[src/rtl/time_unit_counter.sv]
// time_unit_counter: one modulo-MODULO clock digit pair (sec/min/hr) with auto advance, button step, load and BCD split.
// Latency: load/advance land on the next clk50 edge; a button step lands 3 edges after btn_n falls; tens/ones are combinational.
// Backpressure: none; hold freezes only the automatic advance, and lower-priority events in a busy cycle are dropped. `BLINK_EN adds edit-mode blink.
module time_unit_counter #(
  parameter int MODULO   = 60,
  parameter int WIDTH    = 7,
  parameter int PRESCALE = 50000000,
  parameter int EXT_TICK = 0
) (
  input  logic             clk50,
  input  logic             reset,
  input  logic             hold,
  input  logic             tick_in,
  input  logic             btn_n,
  input  logic             dir_up,
  input  logic             load,
  input  logic [WIDTH-1:0] load_val,
  output logic [WIDTH-1:0] count,
  output logic             carry_out,
  output logic [3:0]       tens,
  output logic [3:0]       ones,
  output logic             blank
);

  localparam logic [WIDTH-1:0] MAX_VAL = WIDTH'(MODULO - 1);
  // One extra bit so a MODULO equal to 2**WIDTH still compares correctly.
  localparam logic [WIDTH:0]   MOD_EXT = (WIDTH + 1)'(MODULO);
  localparam int               PW      = (PRESCALE > 1) ? $clog2(PRESCALE) : 1;

  logic             btn_s1;
  logic             btn_s2;
  logic             btn_d;
  logic             step;
  logic             adv;
  logic [WIDTH-1:0] count_nxt;
  logic             carry_nxt;
  logic [7:0]       cnt8;

  // Two-flop synchroniser plus edge register for the asynchronous push-button.
  always_ff @(posedge clk50 or negedge reset) begin
    if (!reset) begin
      btn_s1 <= 1'b1;
      btn_s2 <= 1'b1;
      btn_d  <= 1'b1;
    end else begin
      btn_s1 <= btn_n;
      btn_s2 <= btn_s1;
      btn_d  <= btn_s2;
    end
  end

  // Only the press (1->0) produces a step; holding or releasing does nothing.
  assign step = btn_d & ~btn_s2;

  generate
    if (EXT_TICK != 0) begin : g_ext
      // Cascaded stage: advance on the lower stage's carry unless being edited.
      assign adv = tick_in & ~hold;
    end else begin : g_pre
      logic [PW-1:0] pre_cnt;
      logic          pre_last;
      logic          unused_tick;

      assign unused_tick = tick_in;
      assign pre_last    = (pre_cnt == PW'(PRESCALE - 1));
      assign adv         = pre_last & ~hold;

      // Free-running tick prescaler; hold freezes the phase rather than clearing it.
      always_ff @(posedge clk50 or negedge reset) begin
        if (!reset) begin
          pre_cnt <= '0;
        end else if (!hold) begin
          pre_cnt <= pre_last ? '0 : pre_cnt + 1'b1;
        end
      end
    end
  endgenerate

  // Next count with load > step > advance; only an automatic wrap raises carry.
  always_comb begin
    count_nxt = count;
    carry_nxt = 1'b0;
    if (load) begin
      count_nxt = ({1'b0, load_val} >= MOD_EXT) ? MAX_VAL : load_val;
    end else if (step) begin
      if (dir_up) begin
        count_nxt = (count == MAX_VAL) ? '0 : count + 1'b1;
      end else begin
        count_nxt = (count == '0) ? MAX_VAL : count - 1'b1;
      end
    end else if (adv) begin
      if (count == MAX_VAL) begin
        count_nxt = '0;
        carry_nxt = 1'b1;
      end else begin
        count_nxt = count + 1'b1;
      end
    end
  end

  // Count and carry registers; carry is high exactly while count first shows 0 after a wrap.
  always_ff @(posedge clk50 or negedge reset) begin
    if (!reset) begin
      count     <= '0;
      carry_out <= 1'b0;
    end else begin
      count     <= count_nxt;
      carry_out <= carry_nxt;
    end
  end

  // Count never exceeds 99, so an 8-bit view is enough for the BCD split.
  assign cnt8 = 8'(count);
  assign tens = 4'(cnt8 / 8'd10);
  assign ones = 4'(cnt8 % 8'd10);

`ifdef BLINK_EN
  localparam int BH = (PRESCALE / 2 > 1) ? PRESCALE / 2 : 1;
  localparam int BW = (BH > 1) ? $clog2(BH) : 1;

  logic [BW-1:0] blink_cnt;
  logic          blink;

  // Edit-mode blink: toggle every half tick period while held, clear as soon as hold drops.
  always_ff @(posedge clk50 or negedge reset) begin
    if (!reset) begin
      blink_cnt <= '0;
      blink     <= 1'b0;
    end else if (hold) begin
      if (blink_cnt == BW'(BH - 1)) begin
        blink_cnt <= '0;
        blink     <= ~blink;
      end else begin
        blink_cnt <= blink_cnt + 1'b1;
      end
    end else begin
      blink_cnt <= '0;
      blink     <= 1'b0;
    end
  end

  // blink can only be set while hold was high, so it already equals blink & hold registered.
  assign blank = blink;
`else
  assign blank = 1'b0;
`endif

endmodule

[config.mk]
export PLATFORM = sky130hd
export DESIGN_NAME = time_unit_counter
export DESIGN_NICKNAME = d
export VERILOG_FILES = /design/src/rtl/time_unit_counter.sv
export SDC_FILE = /design/constraint.sdc
export NUM_CORES = 1
export LEC_CHECK = 0
export ABC_CLOCK_PERIOD_IN_PS = 4000
export BUFFER_PORTS_ARGS = -buffer_cell sky130_fd_sc_hd__clkbuf_2
export CAP_MARGIN = 15
export CORE_MARGIN = 2
export CORE_UTILIZATION = 63
export DETAILED_ROUTE_END_ITERATION = 8
export PLACE_DENSITY = 0.89
export SKIP_CTS_REPAIR_TIMING = 1
export SYNTH_ARGS = -nofsm -noshare
export SYNTH_HDL_FRONTEND = slang
export SYNTH_SLANG_ARGS = --single-unit
[constraint.sdc]
create_clock -name clk50 -period 4 [get_ports clk50]
set_input_delay 0.8 -clock clk50 [delete_from_list [all_inputs] [get_ports clk50]]
set_output_delay 0.8 -clock clk50 [all_outputs]
set_load 0.02 [all_outputs]
==> metrics, run 1 <==
Die Span Y=67.5 um; share of total power consumed by net switching=35.9%; leading cell types by total area after synthesis=sky130_fd_sc_hd__dfrtp_1, sky130_fd_sc_hd__nor2_1, sky130_fd_sc_hd__xor2_1; Switching Power=424 uW; Syn-to-layout area delta=9.84%; maximum VDD drop=roughly 0.00039 V; number of max-cap violations=0; sum of negative setup slack=0 ns; launch point of the worst path=count[2]; post-detailed-route via-to-cell ratio=6.17; Worst Min Path Start=btn_s1; commonest register cell after synthesis=sky130_fd_sc_hd__dfrtp_1; Die Area=4560 um2; number of cell rows=23; number of endpoints failing setup at the final stage=0; PwrDens=424 nW/um2; placed cell count=355; share of async-settable or async-resettable flops after synthesis=100%; most frequent standard cell in the layout excluding fill and tap cells=sky130_fd_sc_hd__nor2_1; nature of the critical path endpoint=output pin; Placeable Area=3940 um2; post-detailed-placement half-perimeter wirelength=3.72 mm; Int Power=between 700 and 800 uW; Max-Slew Margin vs Limit=41.1%; total I/O pin count=31; average instance area after synthesis=just under 9 um2; synthesized flop and latch total=37; area share of the largest cell type after synthesis=between 30 and 40%; number of max-slew violations in the final report=0; Clock Root Buffer=sky130_fd_sc_hd__clkbuf_8; routed length per instance=14.4 um; critical path arrival=2.56 ns; Routed Antenna Nets=0; start-to-end type of the worst setup path=flip-flop to output pin; net total in the final layout=331; vias in the first global route=1981; buffers added on ports=28; Seq/Total Area, Yosys=36.6%; Max FO, Critical Path=25; DRC violations left=0; Final min period=3.36 ns; number of levels in the clock H-tree=2; post-route clock skew=0.00803 ns; final hold vios=0; post-CTS clock slew at the launch and capture registers of the worst setup and hold paths=0.07 ns; maximum number of buffers from clock root to sink=2; Total GRT Usage=between 20% and 30%; commonest non-fill, non-tap cells in the layout=sky130_fd_sc_hd__nor2_1, sky130_fd_sc_hd__dfrtp_1, sky130_fd_sc_hd__clkbuf_2; Unique masters post-synth=67; total number of vias=2240; routability congestion estimate=0.852; timing-limited maximum frequency=297 MHz; total wire length=5.23 mm; number of search-and-repair iterations in the first detailed-routing pass=4; result of the run=complete, no violations; Worst Setup Start Kind=flip-flop; layout cell share with drive strength beyond 1=16.3%; Post-synth EDFFs=0; Overflow after GRT=0; required time worst endpoint=3.20 ns; initial antenna violation count=0; Mapped Cells=292; Clock Sinks=37; initial core utilization=64.5%; clock latency reported for the late side of the worst-skew pair=around 0.30 ns; net count after synthesis=slightly above 300; combinational fraction of design power=29.7%; Clock power frac=28.6%; number of design-rule violations left by the first detailed-router iteration=approximately 300; sequential fraction of design power=41.7%; area leader, netlist=sky130_fd_sc_hd__dfrtp_1; final hold slack=0.358 ns; transition time at the pin with the least slew margin=0.884 ns; final cell count without fillers=363; clock tree from TritonCTS=built; Tcrit/Tclk final=84.1%; Synth Cell Area=2540 um2; horizontal extent of the die=67.5 um; total CTS buffers=5; Leakage=1.23 nW; maximum number of pins on one net before global-route repair=38; RSZ-0062 raised after global routing=no; Reg-to-Reg Start=g_pre.pre_cnt[8]; Hold WC Path Type=flip-flop to flip-flop; antenna cell count=0; warnings from Yosys=0; first-pass GRT wire length=approximately 9 mm
==> power groups by stage <==
stage          Sequential, mW  Combinational (mW)  Clock (mW)
4_1_cts                 0.492               0.351       0.345
3_5_place_dp            0.500               0.349           0
3_3_place_gp            0.496               0.341           0
6_report                0.494               0.351       0.338
5_1_grt                 0.502               0.392       0.360
2_1_floorplan           0.467               0.289           0
==> layer usage <==
layer  wire length, um  vias up  global-route usage (%)
met5                 0        -                       0
met4                72        0                    9.18
met3               273        5                    6.67
met2              2420       62                    39.0
met1              2460     1069                    36.4
li1                  -     1104                       -
==> worst paths after layout <==
| path | end | slack [ns] | cells past startpoint |
|---|---|---|---|
| max | ones[2] | 0.64 | 6 |
| min | btn_s2 | 0.36 | 0 |
| max reg2reg | g_pre.pre_cnt[19] | 1.62 | 5 |
| min reg2reg | btn_s2 | 0.36 | 0 |
| max in group asynchronous | count[4] | 2.83 | 1 |
| min in group asynchronous | g_pre.pre_cnt[14] | 0.61 | 1 |
==> through the flow <==
| stage | total power [mW] | utilization (%) | area (um2) | setup slack, ns |
|---|---|---|---|---|
| 4_1_cts | 1.19 | 70.8 | 2790 | 0.641 |
| 5_1_grt | 1.25 | 70.8 | 2790 | 0.489 |
| 2_1_floorplan | 0.756 | - | 2540 | 1.07 |
| 6_report | 1.18 | 70.8 | 2790 | 0.636 |
| 3_5_place_dp | 0.849 | 67.8 | 2670 | 0.965 |
| 3_3_place_gp | 0.836 | 67.8 | 2670 | 1.05 |
==> cell usage after synthesis (all sizes together), types with 3 or more instances <==
cell	n
xor2	14
a21oi	7
a21o	4
nand3	13
and3	4
o31ai	3
nand2	18
dfstp	3
a31oi	6
ha	5
inv	11
o21ai	9
nor2	45
a211oi	4
clkbuf	7
or4	3
a311oi	4
nor2b	5
nor4	5
nor3	6
buf	9
xnor2	13
nand4	15
nand2b	4
dfrtp	34
a22o	5
==> logic make-up after synthesis <==
family	count (synthesis)	share of synthesized area, %
DFF	37	36.6
and+or+nand+nor	130	27.3
AOI/OAI and AO/OA	62	18.5
xor gates and xnor gates	27	9.30
muxes	1	0.443
adders and majority gates	6	2.85
buffers and inverters	28	4.92
other	1	0.147
==> layout make-up <==
class / instances / area (um2)
sequential: 37 / 930
fill: 317 / 1150
clock buffer: 6 / 82.6
inverter: 12 / 45.0
multi-input combinational: 227 / 1490
clock inverter: 2 / 37.5
tap: 50 / 62.6
timing repair buffer: 29 / 148
==> flip-flops by register name (all words and copies together), names as in the netlist <==
signal,flops
btn_d,1
btn_s1,1
btn_s2,1
carry_out,1
count,7
g_pre.pre_cnt,26
==> critical path: stages (launching register included) <==
cell                       delay [ns]
sky130_fd_sc_hd__dfrtp_1         0.64
sky130_fd_sc_hd__nor2_1          0.50
sky130_fd_sc_hd__a31oi_1         0.15
sky130_fd_sc_hd__o2111a_1        0.31
sky130_fd_sc_hd__or2_2           0.31
sky130_fd_sc_hd__o21ai_0         0.15
sky130_fd_sc_hd__clkbuf_2        0.19
Power figures use the tool's default switching activity.
==> run 2, diff against run 1 <==
Settings changed: ABC_CLOCK_PERIOD_IN_PS 4000 to 3500, CORE_UTILIZATION 63 to 58, PLACE_DENSITY 0.89 to 0.84.
Clock period 4 ns to 3.5 ns, I/O delays scaled along.
==> metrics, run 2 (synthesis results as in run 1) <==
net total in the final layout=333 (was 331); first-pass GRT wire length=9.36 mm (was 8.96 mm); required time worst endpoint=2.80 ns (was 3.20 ns); Hold WC Path Type=flip-flop to flip-flop (unchanged); Clock Root Buffer=sky130_fd_sc_hd__clkbuf_8 (unchanged); post-detailed-route via-to-cell ratio=6.11 (was 6.17); Max-Slew Margin vs Limit=40.7% (was 41.1%); Final min period=approximately 3.2 ns; number of max-slew violations in the final report=0 (unchanged); maximum VDD drop=0.000270 V (was 0.000387 V); Tcrit/Tclk final=90.2%; maximum number of buffers from clock root to sink=2 (unchanged); commonest non-fill, non-tap cells in the layout=sky130_fd_sc_hd__nor2_1, sky130_fd_sc_hd__dfrtp_1, sky130_fd_sc_hd__clkbuf_2 (unchanged); summed area of non-filler cells in the final layout=2780 um2 (was 2790 um2); timing-limited maximum frequency=between 300 and 400 MHz; total wire length=5.37 mm (was 5.23 mm); number of max-cap violations=0 (unchanged); number of flip-flops in the largest register=26 (unchanged); Switching Power=471 uW (was 424 uW); Reg with most FFs=g_pre.pre_cnt (unchanged); vias in the first global route=2043 (was 1981); post-CTS clock slew at the launch and capture registers of the worst setup and hold paths=0.06 ns (was 0.07 ns); combinational fraction of design power=33.3% (was 29.7%); Die Area=4930 um2 (was 4560 um2); total number of vias=2242 (was 2240); Placement Cell Area=2690 um2 (was 2670 um2); Worst Hold End=btn_s2 (unchanged); final core utilization=64.7% (was 70.8%); R2R depth=5 (unchanged); Max FO, Critical Path=8 (was 25); total CTS buffers=5 (unchanged); layout cell share with drive strength beyond 1=16.2% (was 16.3%); clock latency reported for the late side of the worst-skew pair=0.28 ns (was 0.30 ns); post-route clock skew=0.00778 ns (was 0.00803 ns); post-detailed-placement half-perimeter wirelength=3.78 mm (was 3.72 mm); Placeable Area=4290 um2 (was 3940 um2); critical register-to-register path endpoint=g_pre.pre_cnt[23] (was g_pre.pre_cnt[19]); Worst Setup Start Kind=flip-flop (unchanged); buffers added on ports=28 (unchanged); Leakage=1.23 nW (about the same); total I/O pin count=31 (unchanged); Overflow after GRT=0 (unchanged); Total GRT Usage=23.5% (was 26.0%); maximum number of pins on one net before global-route repair=38 (unchanged); transition time at the pin with the least slew margin=0.890 ns (was 0.884 ns); setup slack on the worst flop-to-flop path=1.15 ns (was 1.62 ns); Worst Hold Path Cells=0 (unchanged); initial antenna violation count=0 (unchanged); Syn-to-layout area delta=9.35% (was 9.84%); critical path arrival=2.46 ns (was 2.56 ns); number of search-and-repair iterations in the first detailed-routing pass=5 (was 4); largest registers ranked by flip-flop count=g_pre.pre_cnt (26), count (7) (unchanged); result of the run=complete, no violations (unchanged); number of levels in the clock H-tree=2 (unchanged); routed length per instance=14.6 um (was 14.4 um); share of total power consumed by net switching=37.0% (was 35.9%); horizontal extent of the die=70.2 um (was 67.5 um); PwrDens=458 nW/um2 (was 424 nW/um2); clock tree from TritonCTS=built (unchanged); Reg-to-Reg Start=g_pre.pre_cnt[8] (unchanged); Routed Antenna Nets=0 (unchanged); number of cell rows=24 (was 23); RSZ-0062 raised after global routing=no (unchanged); slowest stage cell on the critical path=sky130_fd_sc_hd__dfrtp_1 (unchanged); start-to-end type of the worst setup path=flip-flop to output pin (unchanged); Worst Min Path Start=btn_s1 (unchanged); number of endpoints failing setup at the final stage=0 (unchanged); peak per-stage delay on the critical path=0.47 ns (was 0.64 ns); number of design-rule violations left by the first detailed-router iteration=207 (was 295); antenna cell count=0 (unchanged); sequential fraction of design power=43.3% (was 41.7%); Die Span Y=70.2 um (was 67.5 um); nature of the critical path endpoint=output pin (unchanged); DRC violations left=0 (unchanged); initial core utilization=59.2% (was 64.5%); routability congestion estimate=0.907 (was 0.852); CP cell instances=inv_1 > ha_1 > a32o_1 > o32ai_1 > nor3_1 > mux2_2 > clkbuf_2 (was nor2_1 > a31oi_1 > o2111a_1 > or2_2 > o21ai_0 > clkbuf_2); final hold vios=0 (unchanged); sum of negative setup slack=0 ns (unchanged); Int Power=803 uW (was 759 uW); Clock Sinks=37 (unchanged); most frequent standard cell in the layout excluding fill and tap cells=sky130_fd_sc_hd__nor2_1 (unchanged); Clock power frac=23.4% (was 28.6%)
[run 2: area by class of cell]
cell class	count	area (um2)
clock buffers	8	90.1
fillers	357	1510
inverters	12	45.0
multi-input cells	227	1490
flip-flops and latches	37	930
well taps	52	65.1
repair buffers	31	163
[run 2: worst max-delay path by stage]
stage / startpoint / end / slack [ns] / cells past startpoint
2_1_floorplan: count[0] / ones[2] / 0.67 / 7
3_3_place_gp: count[5] / ones[3] / 0.72 / 6
3_5_place_dp: count[0] / ones[3] / 0.66 / 7
4_1_cts: count[0] / ones[3] / 0.35 / 7
5_1_grt: count[5] / ones[3] / 0.08 / 6
6_report: count[0] / ones[3] / 0.34 / 7
[run 2: through the flow]
step                setup slack (ns)  total power, mW  std cells  hold WS (ns)
detailed placement             0.659            0.981        359         0.352
floorplan                      0.668            0.864        292         0.345
global route                  0.0822             1.36        367         0.366
global placement               0.724            0.964        359         0.346
finish                         0.345             1.27        367         0.359
CTS                            0.347             1.28        367         0.362
[run 2: metal layers]
layer	track usage, %	share of wire (%)	up-vias	wire length [um]
li1	-	-	1107	-
met1	34.7	48	1060	2560
met2	35.0	45	69	2440
met3	5.19	6.0	6	325
met4	6.62	0.95	0	51
met5	0	0	-	0
[run 2: power groups by stage]
stage,Clock (mW),Sequential [mW],Combinational [mW]
2_1_floorplan,0,0.534,0.330
3_3_place_gp,0,0.553,0.411
3_5_place_dp,0,0.558,0.423
4_1_cts,0.307,0.550,0.424
5_1_grt,0.329,0.561,0.474
6_report,0.299,0.551,0.424
[run 2: critical path, delay by kind of cell (launching register included)]
family / cells / cell delay, ns
AO/OA/AOI/OAI: 2 / 0.71
adder cells (fa/ha/maj): 1 / 0.30
buffers and inverters: 2 / 0.31
flip-flops: 1 / 0.47
multiplexers: 1 / 0.28
AND/OR/NAND/NOR: 1 / 0.10
